## src/rtl/uart_sched_pkg.sv

```systemverilog
// -----------------------------------------------------------------------------
// uart_sched_pkg
// Shared definitions for the UART transmit scheduler: drain FSM state
// encoding, the UART status bit that reports a frame in flight, requester
// IDs and a small width helper used for counter sizing.
// No ports (package).
// -----------------------------------------------------------------------------
package uart_sched_pkg;

  typedef enum logic [1:0] {
    IDLE      = 2'd0,
    WRITE     = 2'd1,
    WAIT_BUSY = 2'd2,
    WAIT_DONE = 2'd3
  } sched_state_t;

  localparam int STATUS_TX_BUSY_BIT = 1;

  localparam logic REQ_CPU = 1'b0;
  localparam logic REQ_DBG = 1'b1;

  // Bits needed to count 0..value-1, never less than one so that degenerate
  // parameter values still give a legal vector.
  function automatic int min_width(input int value);
    return (value > 1) ? $clog2(value) : 1;
  endfunction

endpackage

```

## src/rtl/uart_sched_fifo.sv

```systemverilog
// -----------------------------------------------------------------------------
// uart_sched_fifo
// Synchronous first-word-fall-through FIFO shared by both byte requesters.
// Ports:
//   clk, reset            clock and asynchronous active-high reset
//   push, push_data       write one entry (ignored when full)
//   pop                   drop the head entry (ignored when empty)
//   pop_data              current head entry
//   full, empty, count    occupancy status
// -----------------------------------------------------------------------------
module uart_sched_fifo #(
  parameter int DEPTH = 16,
  parameter int WIDTH = 8
) (
  input  logic                     clk,
  input  logic                     reset,
  input  logic                     push,
  input  logic [WIDTH-1:0]         push_data,
  input  logic                     pop,
  output logic [WIDTH-1:0]         pop_data,
  output logic                     full,
  output logic                     empty,
  output logic [$clog2(DEPTH):0]   count
);

  localparam int AW = $clog2(DEPTH);

  logic [WIDTH-1:0] mem [DEPTH];
  logic [AW-1:0]    wr_ptr;
  logic [AW-1:0]    rd_ptr;
  logic [AW:0]      count_q;
  logic             do_push;
  logic             do_pop;

  assign do_push  = push && !full;
  assign do_pop   = pop && !empty;
  assign full     = (count_q == (AW+1)'(DEPTH));
  assign empty    = (count_q == '0);
  assign count    = count_q;
  assign pop_data = mem[rd_ptr];

  // Pointers wrap naturally because DEPTH is a power of two; a simultaneous
  // push and pop leaves the occupancy unchanged.
  always_ff @(posedge clk or posedge reset) begin
    if (reset) begin
      wr_ptr  <= '0;
      rd_ptr  <= '0;
      count_q <= '0;
    end else begin
      if (do_push) wr_ptr <= wr_ptr + AW'(1);
      if (do_pop)  rd_ptr <= rd_ptr + AW'(1);
      case ({do_push, do_pop})
        2'b10:   count_q <= count_q + (AW+1)'(1);
        2'b01:   count_q <= count_q - (AW+1)'(1);
        default: count_q <= count_q;
      endcase
    end
  end

  // Storage is not reset: resetting the pointers already discards it.
  always_ff @(posedge clk) begin
    if (do_push) mem[wr_ptr] <= push_data;
  end

endmodule

```

## src/rtl/uart_tx_scheduler.sv

```systemverilog
// -----------------------------------------------------------------------------
// uart_tx_scheduler
// Shares one UART transmitter between the CPU console (port 0) and the
// debug/trace logger (port 1). A round-robin arbiter loads a shared FIFO; a
// drain FSM writes each byte to the UART data register, waits for the TX busy
// flag to rise and fall, retries writes the UART never acknowledged and drops
// a byte after MAX_RETRY retries.
// Ports:
//   clk, reset                 clock and asynchronous active-high reset
//   i_valid0/i_data0/o_ready0  console requester handshake
//   i_valid1/i_data1/o_ready1  debug logger requester handshake
//   i_uart_status              UART status register (bit 1 = TX busy)
//   o_RW, o_uart_data_ce,      write cycle to the UART data register
//   o_uart_txdata              (o_RW = 0 means write)
//   o_fifo_count               shared FIFO occupancy
//   o_drop                     one-cycle pulse when a byte is abandoned
// Optional (macro UART_SCHED_STATS_EN):
//   o_sent0, o_sent1           completed frames per source, wrapping
//   o_drops                    abandoned bytes, saturating at 0xFF
// -----------------------------------------------------------------------------
module uart_tx_scheduler
  import uart_sched_pkg::*;
#(
  parameter int FIFO_DEPTH   = 16,
  parameter int BUSY_TIMEOUT = 1024,
  parameter int MAX_RETRY    = 3
) (
  input  logic        clk,
  input  logic        reset,
  input  logic        i_valid0,
  input  logic [7:0]  i_data0,
  output logic        o_ready0,
  input  logic        i_valid1,
  input  logic [7:0]  i_data1,
  output logic        o_ready1,
  input  logic [7:0]  i_uart_status,
  output logic        o_RW,
  output logic        o_uart_data_ce,
  output logic [7:0]  o_uart_txdata,
  output logic [6:0]  o_fifo_count,
  output logic        o_drop
`ifdef UART_SCHED_STATS_EN
  ,
  output logic [15:0] o_sent0,
  output logic [15:0] o_sent1,
  output logic [7:0]  o_drops
`endif
);

  localparam int TW  = min_width(BUSY_TIMEOUT);
  localparam int RTW = min_width(MAX_RETRY + 1);
  localparam int CW  = $clog2(FIFO_DEPTH) + 1;
`ifdef UART_SCHED_STATS_EN
  localparam int FW  = 9;
`else
  localparam int FW  = 8;
`endif

  sched_state_t   state;
  sched_state_t   next_state;
  logic           last_grant;
  logic           grant0;
  logic           grant1;
  logic           fifo_full;
  logic           fifo_empty;
  logic           fifo_pop;
  logic [FW-1:0]  fifo_wr;
  logic [FW-1:0]  fifo_rd;
  logic [CW-1:0]  fifo_count;
  logic [7:0]     hold_data;
  logic [RTW-1:0] retry_cnt;
  logic [TW-1:0]  tmo_cnt;
  logic           tmo_expired;
  logic           retry_inc;
  logic           retry_clr;
  logic           frame_done;
  logic           tx_busy;
  logic [7:0]     unused_status;

  assign tx_busy       = i_uart_status[STATUS_TX_BUSY_BIT];
  assign unused_status = i_uart_status & ~(8'd1 << STATUS_TX_BUSY_BIT);
  assign tmo_expired   = (tmo_cnt == TW'(BUSY_TIMEOUT - 1));
  assign o_fifo_count  = 7'(fifo_count);
  assign o_ready0      = grant0;
  assign o_ready1      = grant1;

  // Round-robin grant. A lone requester always wins; when both ask, the one
  // not served last time wins. Nothing is granted while full or in reset so
  // requesters simply hold their byte.
  always_comb begin
    grant0 = 1'b0;
    grant1 = 1'b0;
    if (!reset && !fifo_full) begin
      if (i_valid0 && i_valid1) begin
        if (last_grant == REQ_CPU) grant1 = 1'b1;
        else                       grant0 = 1'b1;
      end else begin
        grant0 = i_valid0;
        grant1 = i_valid1;
      end
    end
  end

  // Pointer starts as if the debug port was served last so the console wins
  // the first contested cycle; it only moves on an actual grant.
  always_ff @(posedge clk or posedge reset) begin
    if (reset)       last_grant <= REQ_DBG;
    else if (grant0) last_grant <= REQ_CPU;
    else if (grant1) last_grant <= REQ_DBG;
  end

`ifdef UART_SCHED_STATS_EN
  assign fifo_wr = grant1 ? {REQ_DBG, i_data1} : {REQ_CPU, i_data0};
`else
  assign fifo_wr = grant1 ? i_data1 : i_data0;
`endif

  uart_sched_fifo #(
    .DEPTH (FIFO_DEPTH),
    .WIDTH (FW)
  ) u_fifo (
    .clk       (clk),
    .reset     (reset),
    .push      (grant0 || grant1),
    .push_data (fifo_wr),
    .pop       (fifo_pop),
    .pop_data  (fifo_rd),
    .full      (fifo_full),
    .empty     (fifo_empty),
    .count     (fifo_count)
  );

  // Drain FSM state register.
  always_ff @(posedge clk or posedge reset) begin
    if (reset) state <= IDLE;
    else       state <= next_state;
  end

  // Next state and bus outputs. The bus is only driven during WRITE; every
  // other state leaves it released (read direction, chip enable low).
  always_comb begin
    next_state     = state;
    fifo_pop       = 1'b0;
    o_drop         = 1'b0;
    o_RW           = 1'b1;
    o_uart_data_ce = 1'b0;
    o_uart_txdata  = 8'h00;
    retry_inc      = 1'b0;
    retry_clr      = 1'b0;
    frame_done     = 1'b0;
    case (state)
      IDLE: begin
        if (!fifo_empty) begin
          fifo_pop   = 1'b1;
          next_state = WRITE;
        end
      end
      WRITE: begin
        o_RW           = 1'b0;
        o_uart_data_ce = 1'b1;
        o_uart_txdata  = hold_data;
        next_state     = WAIT_BUSY;
      end
      WAIT_BUSY: begin
        if (tx_busy) begin
          next_state = WAIT_DONE;
        end else if (tmo_expired) begin
          if (retry_cnt < RTW'(MAX_RETRY)) begin
            retry_inc  = 1'b1;
            next_state = WRITE;
          end else begin
            o_drop     = 1'b1;
            retry_clr  = 1'b1;
            next_state = IDLE;
          end
        end
      end
      WAIT_DONE: begin
        if (!tx_busy) begin
          frame_done = 1'b1;
          retry_clr  = 1'b1;
          next_state = IDLE;
        end
      end
      default: next_state = IDLE;
    endcase
  end

  // Holding register, retry count and busy timeout. The timeout restarts on
  // each write and saturates rather than wrapping if it is ever left running.
  always_ff @(posedge clk or posedge reset) begin
    if (reset) begin
      hold_data <= 8'h00;
      retry_cnt <= '0;
      tmo_cnt   <= '0;
    end else begin
      if (fifo_pop) hold_data <= fifo_rd[7:0];
      if (state == WRITE)
        tmo_cnt <= '0;
      else if (state == WAIT_BUSY && tmo_cnt != {TW{1'b1}})
        tmo_cnt <= tmo_cnt + TW'(1);
      if (retry_clr)      retry_cnt <= '0;
      else if (retry_inc) retry_cnt <= retry_cnt + RTW'(1);
    end
  end

`ifdef UART_SCHED_STATS_EN
  logic hold_src;

  // Per-source completion counters wrap; the drop counter sticks at 0xFF.
  always_ff @(posedge clk or posedge reset) begin
    if (reset) begin
      hold_src <= REQ_CPU;
      o_sent0  <= 16'h0000;
      o_sent1  <= 16'h0000;
      o_drops  <= 8'h00;
    end else begin
      if (fifo_pop) hold_src <= fifo_rd[8];
      if (frame_done) begin
        if (hold_src == REQ_CPU) o_sent0 <= o_sent0 + 16'd1;
        else                     o_sent1 <= o_sent1 + 16'd1;
      end
      if (o_drop && o_drops != 8'hFF) o_drops <= o_drops + 8'd1;
    end
  end
`endif

endmodule

```

## config.mk

```make
export PLATFORM = sky130hd
export DESIGN_NAME = uart_tx_scheduler
export DESIGN_NICKNAME = d
export VERILOG_FILES = /design/src/rtl/uart_sched_pkg.sv /design/src/rtl/uart_sched_fifo.sv /design/src/rtl/uart_tx_scheduler.sv
export SDC_FILE = /design/constraint.sdc
export NUM_CORES = 1
export LEC_CHECK = 0
export BUFFER_PORTS_ARGS = -buffer_cell sky130_fd_sc_hd__clkbuf_2
export CAP_MARGIN = 20
export CORE_ASPECT_RATIO = 0.8
export CORE_MARGIN = 8
export CORE_UTILIZATION = 35
export CTS_CLUSTER_DIAMETER = 80
export DETAILED_ROUTE_END_ITERATION = 8
export GPL_ROUTABILITY_DRIVEN = 0
export SETUP_SLACK_MARGIN = 0.3
export SYNTH_ARGS = -nofsm -noshare
export SYNTH_HDL_FRONTEND = slang
export SYNTH_SLANG_ARGS = --single-unit
```

## constraint.sdc

```tcl
create_clock -name clk -period 3.64 [get_ports clk]
set_input_delay 0.182 -clock clk [delete_from_list [all_inputs] [get_ports clk]]
set_output_delay 0.182 -clock clk [all_outputs]
set_load 0.05 [all_outputs]
```

==> flow_summary.ini <==
[setup_path]
crit_fanout = 10
cp_num_buf_inv = 1
path_common_cell = ha_1
cp_slowest_cell = a211oi_2
arrival_ns = 3.22
required_ns = 3.94
crit_chain = nor4_2, a211oi_2, inv_1, ha_1, xor2_1, ha_1, o21a_1, o21ai_0, a32oi_1, xnor2_1
critPathTopFamily = compound AO/OA/AOI/OAI gates
crit_path_start_kind = register
critPathCaptureType = register
path_class = reg -> reg
cp_slowest_stage_delay_ns = 0.64

[die]
die_x_um = 174.5
fp-row-count = 46
dieArea_mm2 = 0.02492
core-area_mm2 = 0.01974
die_h_um = 142.8
pin_count = 48
initial_core_util_pct = 35.64

[timing]
worst_slew_pin_slew_ns = 0.8332
setup_violations = 0
finalClockSkew_ns = 0.01658
hold_viol = 0
rsz0062_at_grt = false
final.setup.tns_ns = 0
maxSlewHeadroom_pct = 43.98
slew_viol_final = 0
period_share_pct = 80.22
clock.fmax_mhz = 342.5
fin_crit_ns = 2.920

[pwr]
power_density_mw_per_mm2 = 790.8
p_leak_uw = 0.002856
total_power_uw = 6409
p_seq_share_pct = 41.0
peakVddDrop_uv = 420.9
switching_share_pct = 35.96
clock_power_share_pct = 26.9
p_int_uw = 4104
switchingPower_uw = 2304
comb_power_share_pct = 32.2

[cells_and_area]
areaGrowthSynthToFinish_pct = 15.19
instances_no_fill = 746
final_util_pct = 41.05
nNetsFinal = 508
diodes = 0
finalInstanceArea_mm2 = 0.008104
final_layout_size_suffix_gt1_share_pct = 28.01

[placed_design]
place_area_mm2 = 0.007502
hpwl_um = 9440
post-place-cells = 713
portBuffers = 38

[clock_network]
cts_buffers = 17
path_clk_slew_ns = 0.07
cts_tree = built
clock-sinks = 164
cts_resized = 0
htree_levels = 4
clockRootBuffer = clkbuf_16
clk_latency_ns = 0.43
clock_path_buffers = 2

[yosys]
synth_area_leaders = edfxtp_1, dfrtp_1, mux4_2
synthArstFlopShare_pct = 21.95
synthMuxAreaShare_pct = 13.69
synth_top_family_by_area = multiplexers
avgSynthCellArea_um2 = 16.52
synth_top_area_share_pct = 54.63
ys.warnings.count = 0
synth_simple_gate_area_share_pct = 6.758
synthXorXnorAreaFrac_pct = 1.494
ys.flop_type = edfxtp_1
synth_adder_area_share_pct = 1.956
ys_ff_latch = 164
synth_top_area_cell = edfxtp_1
synth_edf_count = 128
synth_cell_types = 59
yosysMostFrequentCell = edfxtp_1
synth_compound_area_share_pct = 6.189
netlist_area_mm2 = 0.007035
synthTopCellsByCount = edfxtp_1, dfrtp_1, mux4_2
ys_seq_area_share_pct = 67.46
syn_inst = 426

[global_route]
gr-total-overflow = 0
grt_max_degree = 37
grt_usage_pct = 12.01
antenna_found_initial = 0
grt_pass1_wl_um = 22360
grt_pass1_vias = 3929

[job]
maxCapViolations = 0

[routing]
drtPass1Iterations = 4
viasPerCell = 5.117
drc_errors = 0
postRouteAntennaNets = 0
initialDrtViolationCount = 367
drt_wl_total_um = 14350
vias = 3817
wl_per_cell_um = 19.24

[run_status]
outcome = finished clean

[min_path]
holdCritPathClass = in -> reg
-- worst min-delay path, stage by stage --
cell	delay [ns]
clkbuf_2	0.13
nand2_1	0.05
o21ai_0	0.06
-- per-layer routing --
metal  track usage, %  part of all wire [%]
met2            19.29                    47
met5                0                     0
met1            15.61                    44
met3            3.325                   8.4
met4            3.874                  0.44
-- layout make-up --
class | count | area [µm²]
clock buffers | 17 | 425.4
clock inverters | 15 | 166.4
multi-input cells | 227 | 2125
repair buffers | 45 | 257.7
fillers | 1778 | 11640
inverters | 14 | 52.55
flip-flops and latches | 164 | 4747
well taps | 264 | 330.3
-- state kept, by name, indices dropped and copies added (netlist names) --
signal         cells
hold_data          8
u_fifo.mem       128
u_fifo.count       5
state              2
retry_cnt          2
last_grant         1
tmo_cnt           10
u_fifo.wr_ptr      4
u_fifo.rd_ptr      4
-- per-stage QoR --
step / setup slack [ns] / hold WS (ns)
finish: 0.7200 / 0.04204
global route: 0.4515 / 0.05374
CTS: 0.7182 / 0.02180
detailed placement: 0.7735 / 0.3836
global placement: 0.8403 / 0.3590
floorplan: 0.5497 / 0.2988
-- repair_timing --
| item | 4_1_cts | 5_1_grt |
|---|---|---|
| endpoints found under the hold margin | 35 | 0 |
| setup buffers | 0 | 0 |
| hold buffers | 1 | 0 |
-- kinds of logic (layout without fill, tap and decap cells) --
| family | after synthesis | in the layout |
|---|---|---|
| flip-flops | 164 | 164 |
| other | 1 | 2 |
| XOR/XNOR | 12 | 12 |
| AND/OR/NAND/NOR | 85 | 85 |
| AO/OA/AOI/OAI | 66 | 66 |
| multiplexers | 51 | 51 |
| buffers and inverters | 36 | 91 |
| adder cells (fa/ha/maj) | 11 | 11 |
-- path summary, 6_finish.rpt --
| kind | startpoint | to | slack [ns] | cells past startpoint |
|---|---|---|---|---|
| setup / recovery | u_fifo.count[1] | u_fifo.count[4] | 0.72 | 10 |
| hold / removal | i_uart_status[1] | state[0] | 0.04 | 3 |
| setup reg to reg | u_fifo.count[1] | u_fifo.count[4] | 0.72 | 10 |
| hold reg to reg | retry_cnt[1] | retry_cnt[1] | 0.51 | 1 |
| max in group asynchronous | reset | u_fifo.rd_ptr[0] | 2.78 | 4 |
| min in group asynchronous | reset | u_fifo.count[4] | 0.49 | 4 |
-- power groups by stage --
stage / combinational (µW) / clock [µW] / sequential [µW]
2_1_floorplan: 1610 / 0 / 2580
3_5_place_dp: 2090 / 0 / 2670
6_report: 2060 / 1720 / 2620
3_3_place_gp: 2040 / 0 / 2650
4_1_cts: 2090 / 1760 / 2630
5_1_grt: 2240 / 1840 / 2680
-- placed cells by master, fill, tap and decap left out, types with 5 or more instances in the layout --
master / count
edfxtp_1: 128
clkbuf_2: 38
dfrtp_1: 34
mux4_2: 32
and2_1: 20
clkbuf_16: 17
nor2_1: 16
o22ai_1: 16
nand2_1: 14
inv_1: 13
a21oi_1: 13
o21ai_0: 12
ha_1: 11
mux2_2: 10
mux2_4: 8
xnor2_1: 7
nand3_1: 7
clkinv_4: 6
xor2_1: 5
buf_4: 5
No activity file was read; power rests on OpenSTA's default activity.
